==> src/rtl/load_sequencer.sv <==
// Load sequencer: issues one word-aligned memory read per load and
// returns the byte/half/word lane, sign- or zero-extended.
// Ports: clk_i, rst_i (sync, active-high); req_valid_i/req_ready_o,
//   req_addr_i, req_funct3_i (load request); mem_req_o, mem_addr_o,
//   mem_ack_i, mem_rdata_i (memory read); rsp_valid_o, rsp_data_o,
//   rsp_err_o (one-cycle response pulse).
module load_sequencer #(
  parameter int DATA_WIDTH = 32,
  parameter int ADDR_WIDTH = 32
) (
  input  logic                  clk_i,
  input  logic                  rst_i,
  input  logic                  req_valid_i,
  output logic                  req_ready_o,
  input  logic [ADDR_WIDTH-1:0] req_addr_i,
  input  logic [2:0]            req_funct3_i,
  output logic                  mem_req_o,
  output logic [ADDR_WIDTH-1:0] mem_addr_o,
  input  logic                  mem_ack_i,
  input  logic [DATA_WIDTH-1:0] mem_rdata_i,
  output logic                  rsp_valid_o,
  output logic [DATA_WIDTH-1:0] rsp_data_o,
  output logic                  rsp_err_o
);

  typedef enum logic [1:0] {
    S_IDLE,
    S_WAIT,
    S_RESP,
    S_ERR
  } state_t;

  state_t                r_state, w_state_nxt;
  logic                  r_mem_req, w_mem_req_nxt;
  logic [ADDR_WIDTH-1:0] r_mem_addr, w_mem_addr_nxt;
  logic                  r_rsp_valid, w_rsp_valid_nxt;
  logic [DATA_WIDTH-1:0] r_rsp_data, w_rsp_data_nxt;
  logic                  r_rsp_err, w_rsp_err_nxt;
  logic [1:0]            r_addr_lo, w_addr_lo_nxt;
  logic [2:0]            r_funct3, w_funct3_nxt;

  logic                  w_bad;
  logic [7:0]            w_byte;
  logic [15:0]           w_half;
  logic [DATA_WIDTH-1:0] w_ext;

  // Illegal funct3 or misaligned address, judged on the live request
  always_comb begin
    w_bad = 1'b1;
    unique case (req_funct3_i)
      3'b000, 3'b100: w_bad = 1'b0;
      3'b001, 3'b101: w_bad = req_addr_i[0];
      3'b010:         w_bad = (req_addr_i[1:0] != 2'b00);
      default:        w_bad = 1'b1;
    endcase
  end

  // Lane select uses the captured offset, not the live request
  always_comb begin
    w_byte = mem_rdata_i[7:0];
    unique case (r_addr_lo)
      2'd0: w_byte = mem_rdata_i[7:0];
      2'd1: w_byte = mem_rdata_i[15:8];
      2'd2: w_byte = mem_rdata_i[23:16];
      2'd3: w_byte = mem_rdata_i[31:24];
    endcase
    w_half = r_addr_lo[1] ? mem_rdata_i[31:16]
                          : mem_rdata_i[15:0];
  end

  always_comb begin
    w_ext = mem_rdata_i;
    unique case (r_funct3)
      3'b000:  w_ext = {{24{w_byte[7]}}, w_byte};
      3'b100:  w_ext = {24'd0, w_byte};
      3'b001:  w_ext = {{16{w_half[15]}}, w_half};
      3'b101:  w_ext = {16'd0, w_half};
      default: w_ext = mem_rdata_i;
    endcase
  end

  always_comb begin
    w_state_nxt     = r_state;
    w_mem_req_nxt   = r_mem_req;
    w_mem_addr_nxt  = r_mem_addr;
    w_rsp_valid_nxt = 1'b0;
    w_rsp_data_nxt  = r_rsp_data;
    w_rsp_err_nxt   = 1'b0;
    w_addr_lo_nxt   = r_addr_lo;
    w_funct3_nxt    = r_funct3;
    unique case (r_state)
      S_IDLE: begin
        if (req_valid_i) begin
          w_addr_lo_nxt = req_addr_i[1:0];
          w_funct3_nxt  = req_funct3_i;
          if (w_bad) begin
            w_state_nxt     = S_ERR;
            w_rsp_valid_nxt = 1'b1;
            w_rsp_err_nxt   = 1'b1;
            w_rsp_data_nxt  = '0;
          end else begin
            w_state_nxt    = S_WAIT;
            w_mem_req_nxt  = 1'b1;
            w_mem_addr_nxt = {req_addr_i[ADDR_WIDTH-1:2], 2'b00};
          end
        end
      end
      S_WAIT: begin
        if (mem_ack_i) begin
          w_state_nxt     = S_RESP;
          w_mem_req_nxt   = 1'b0;
          w_rsp_valid_nxt = 1'b1;
          w_rsp_data_nxt  = w_ext;
        end
      end
      S_RESP: w_state_nxt = S_IDLE;
      S_ERR:  w_state_nxt = S_IDLE;
    endcase
  end

  always_ff @(posedge clk_i) begin
    if (rst_i) begin
      r_state     <= S_IDLE;
      r_mem_req   <= 1'b0;
      r_mem_addr  <= '0;
      r_rsp_valid <= 1'b0;
      r_rsp_data  <= '0;
      r_rsp_err   <= 1'b0;
      r_addr_lo   <= 2'b00;
      r_funct3    <= 3'b000;
    end else begin
      r_state     <= w_state_nxt;
      r_mem_req   <= w_mem_req_nxt;
      r_mem_addr  <= w_mem_addr_nxt;
      r_rsp_valid <= w_rsp_valid_nxt;
      r_rsp_data  <= w_rsp_data_nxt;
      r_rsp_err   <= w_rsp_err_nxt;
      r_addr_lo   <= w_addr_lo_nxt;
      r_funct3    <= w_funct3_nxt;
    end
  end

  assign req_ready_o = (r_state == S_IDLE);
  assign mem_req_o   = r_mem_req;
  assign mem_addr_o  = r_mem_addr;
  assign rsp_valid_o = r_rsp_valid;
  assign rsp_data_o  = r_rsp_data;
  assign rsp_err_o   = r_rsp_err;

endmodule

==> config.mk <==
export PLATFORM = sky130hd
export DESIGN_NAME = load_sequencer
export DESIGN_NICKNAME = d
export VERILOG_FILES = /design/src/rtl/load_sequencer.sv
export SDC_FILE = /design/constraint.sdc
export NUM_CORES = 1
export LEC_CHECK = 0
export CAP_MARGIN = 40
export CELL_PAD_IN_SITES_DETAIL_PLACEMENT = 2
export CELL_PAD_IN_SITES_GLOBAL_PLACEMENT = 2
export CORE_MARGIN = 8
export CORE_UTILIZATION = 22
export CTS_CLUSTER_DIAMETER = 80
export DETAILED_ROUTE_END_ITERATION = 8
export PLACE_DENSITY = 0.82
export RECOVER_POWER = 50
export SYNTH_ARGS = -nofsm -noshare
export SYNTH_HDL_FRONTEND = slang
export SYNTH_SLANG_ARGS = --single-unit
==> constraint.sdc <==
create_clock -name clk_i -period 2.1 [get_ports clk_i]
set_input_delay 0.525 -clock clk_i [delete_from_list [all_inputs] [get_ports clk_i]]
set_output_delay 0.525 -clock clk_i [all_outputs]
set_load 0.05 [all_outputs]
==> impl_metrics.toml <==
[timing]
fmax_mhz = 489
tightest_slew_ps = 652
fin_crit_ps = 2050
holdWs_ps = 455
rsz0062_at_grt = "no"
finalHoldViolations = 0
tns_ps = 0
fin_worst_skew_ps = 6.08
setup_slack_ps = 54.5
fin_crit_sh_pct = 97.4
drv_slew = 0
slew_headroom_pct = 56.7
setup_viol = 0

[cts]
insertion_delay_ps = 340
numCtsBuffers = 9
ctsRootBufferMaster = "clkbuf_16"
clk_path_buf_depth = 2
h-tree-depth = 3
cts.sinks = 72
clkTransAtPathRegs_ps = 60
tritoncts = "yes"

[grt]
grt-ovfl-total = 0
antenna_found_initial = 1
use_met3_pct = 7.60
grt_pass1_wl_mm = 21.1
grt_max_degree = 32
grt_pass1_vias = 4005
met2_usage_pct = 25.3
grt-busiest-layer = "met2"
grtUsageTotal_pct = 14.5
gr-usage-met1_pct = 15.1

[synth]
synthCells = 413
synth.area.mux_share_pct = 3.53
synth_seq_cells = 72
synth_xor_area_share_pct = 0
netlist_area_mm2 = 0.00315
synth_warnings = 0
syn_avg_cell_area_um2 = 7.63
synth_edf_count = 0
yosys.area_share.adder_pct = 0
synth-simple-area-share_pct = 21.1
synthFlopType = "dfxtp_1"
yosysSeqAreaShare_pct = 45.8
synth_compound_area_share_pct = 24.6
synth_top_family_by_area = "compound AO/OA/AOI/OAI gates"
synth.distinct_cells = 37
synth-async-reset-ratio_pct = 0

[place]
hpwlAfterDp_mm = 10.4
dpl-instance-area_mm2 = 0.00484
place_ws_ps = -238
port_buffers = 136
place_congestion = 0.782

[setup_path]
required_ps = 1570
start_kind = "flip-flop"
worstPathArrival_ps = 1520
slowest_stage = "clkdlybuf4s50_1"
critPathMaxFanout = 2
critPathBufInv = 1
max_stage_delay_ps = 840
ff2ff_setup_slack_ps = 410
crit_family = "buffers and inverters"
worstSetupPathType = "flip-flop to primary output"
crit_path_end_kind = "primary output"
worstPathCellList = "clkdlybuf4s50_1"

[status]
outcome = "completed"

[detailed_routing]
drtIter0Drc = 114
antenna_left = 0
drc = 0
first_pass_iters = 3
wl_per_cell_um = 17.6
num_vias = 3488
vias_per_cell = 4.67
routed_wl_mm = 13.2

[floorplan]
boundaryPins = 139
initial_core_util_pct = 22.6
dieWidth_um = 136
dieArea_mm2 = 0.0184
die_h_um = 136
placementRows = 43
design.core.area_mm2 = 0.0139

[power]
leakagePower_nw = 1.78
p_per_area_mw_per_mm2 = 806
irDropWorstVdd_mv = 0.364

[cells_and_area]
layout-drive-gt1-share_pct = 9.70
syn_to_final_growth_pct = 61.4
num-nets-final = 633
antennaDiodeCount = 0
fin_area_mm2 = 0.00509
post-route-util_pct = 36.5

[run]
cap_violations = 0

[worst_hold_path]
hold_class = "flip-flop to flip-flop"
==> final timing paths <==
kind	startpoint	end	depth (start not counted)
hold reg to reg	rsp_data_o[23]	rsp_data_o[23]	2
setup / recovery	mem_addr_o[17]	mem_addr_o[17]	1
setup reg to reg	r_addr_lo[1]	rsp_data_o[5]	5
hold / removal	rsp_data_o[23]	rsp_data_o[23]	2
==> stage by stage <==
stage / total power [mW] / std cells
final: 4.10 / 747
after global routing: 4.29 / 747
after CTS: 4.19 / 747
after detailed placement: 2.41 / 731
after global placement: 2.37 / 731
after floorplan: 1.98 / 414
==> routing by layer <==
metal  vias to the layer above  part of all wire (%)
li1                       1697                     -
met1                      1677                    40
met2                        96                    50
met3                        16                   9.7
met4                         2                   1.2
met5                         -                 0.091
==> placed cells by master, fill, tap and decap left out, types with 2 or more instances in the layout <==
master / n
o31ai_1: 4
bufinv_16: 3
a21oi_1: 79
mux2i_1: 10
nor3_1: 4
dlygate4sd3_1: 2
nand3b_1: 2
conb_1: 2
clkbuf_1: 19
buf_12: 3
nand2_1: 110
clkinv_2: 2
clkdlybuf4s50_1: 115
or3_1: 7
nor2_1: 18
clkbuf_16: 9
nand2b_1: 3
inv_1: 4
dfxtp_1: 72
o21ai_0: 49
buf_4: 26
nor2b_1: 2
==> cells by family after synthesis <==
kind of cell    Yosys count
compound gates          141
buf+inv                  34
mux                      11
simple gates            154
other cells               1
flops                    72
==> sequential cells by signal, indices dropped and copies added (netlist names) <==
| name | cells |
|---|---|
| mem_req_o | 1 |
| rsp_err_o | 1 |
| rsp_data_o | 32 |
| r_funct3 | 3 |
| rsp_valid_o | 1 |
| r_addr_lo | 2 |
| mem_addr_o | 30 |
| r_state | 2 |
==> timing repair <==
item | CTS | global route
setup endpoints to repair | 0 | 2
resized for setup | 0 | 2
setup buffers | 0 | 0
hold buffers | 0 | 0
==> area by class of cell <==
type                       count  area [µm²]
multi-input combinational    308        1560
timing repair buffer         166        1500
inverter                       5        18.8
clock buffer                  10         229
tap                          180         225
sequential                    72        1440
clock inverter                 6         108
fill                        1612        8850
==> where the power goes <==
group	switching [mW]	leakage (nW)	internal, mW
logic	0.526	1.03	0.344
clock network	0.599	0.162	1.16
registers	0.0453	0.585	1.43
==> cell usage after synthesis (2+ instances only) <==
master    number  area [µm²]
nand2_1      110         413
a21oi_1       79         395
dfxtp_1       72        1440
o21ai_0       50         250
clkbuf_1      18        67.6
nor2_1        18        67.6
mux2i_1       10         100
or3_1          7        43.8
buf_2          5        25.0
inv_1          4        15.0
nor3_1         4        20.0
o31ai_1        4        30.0
buf_4          3        22.5
nand2b_1       3        18.8
buf_1          2        7.51
nand3b_1       2        15.0
nor2b_1        2        12.5
No activity file was read; power rests on OpenSTA's default activity.
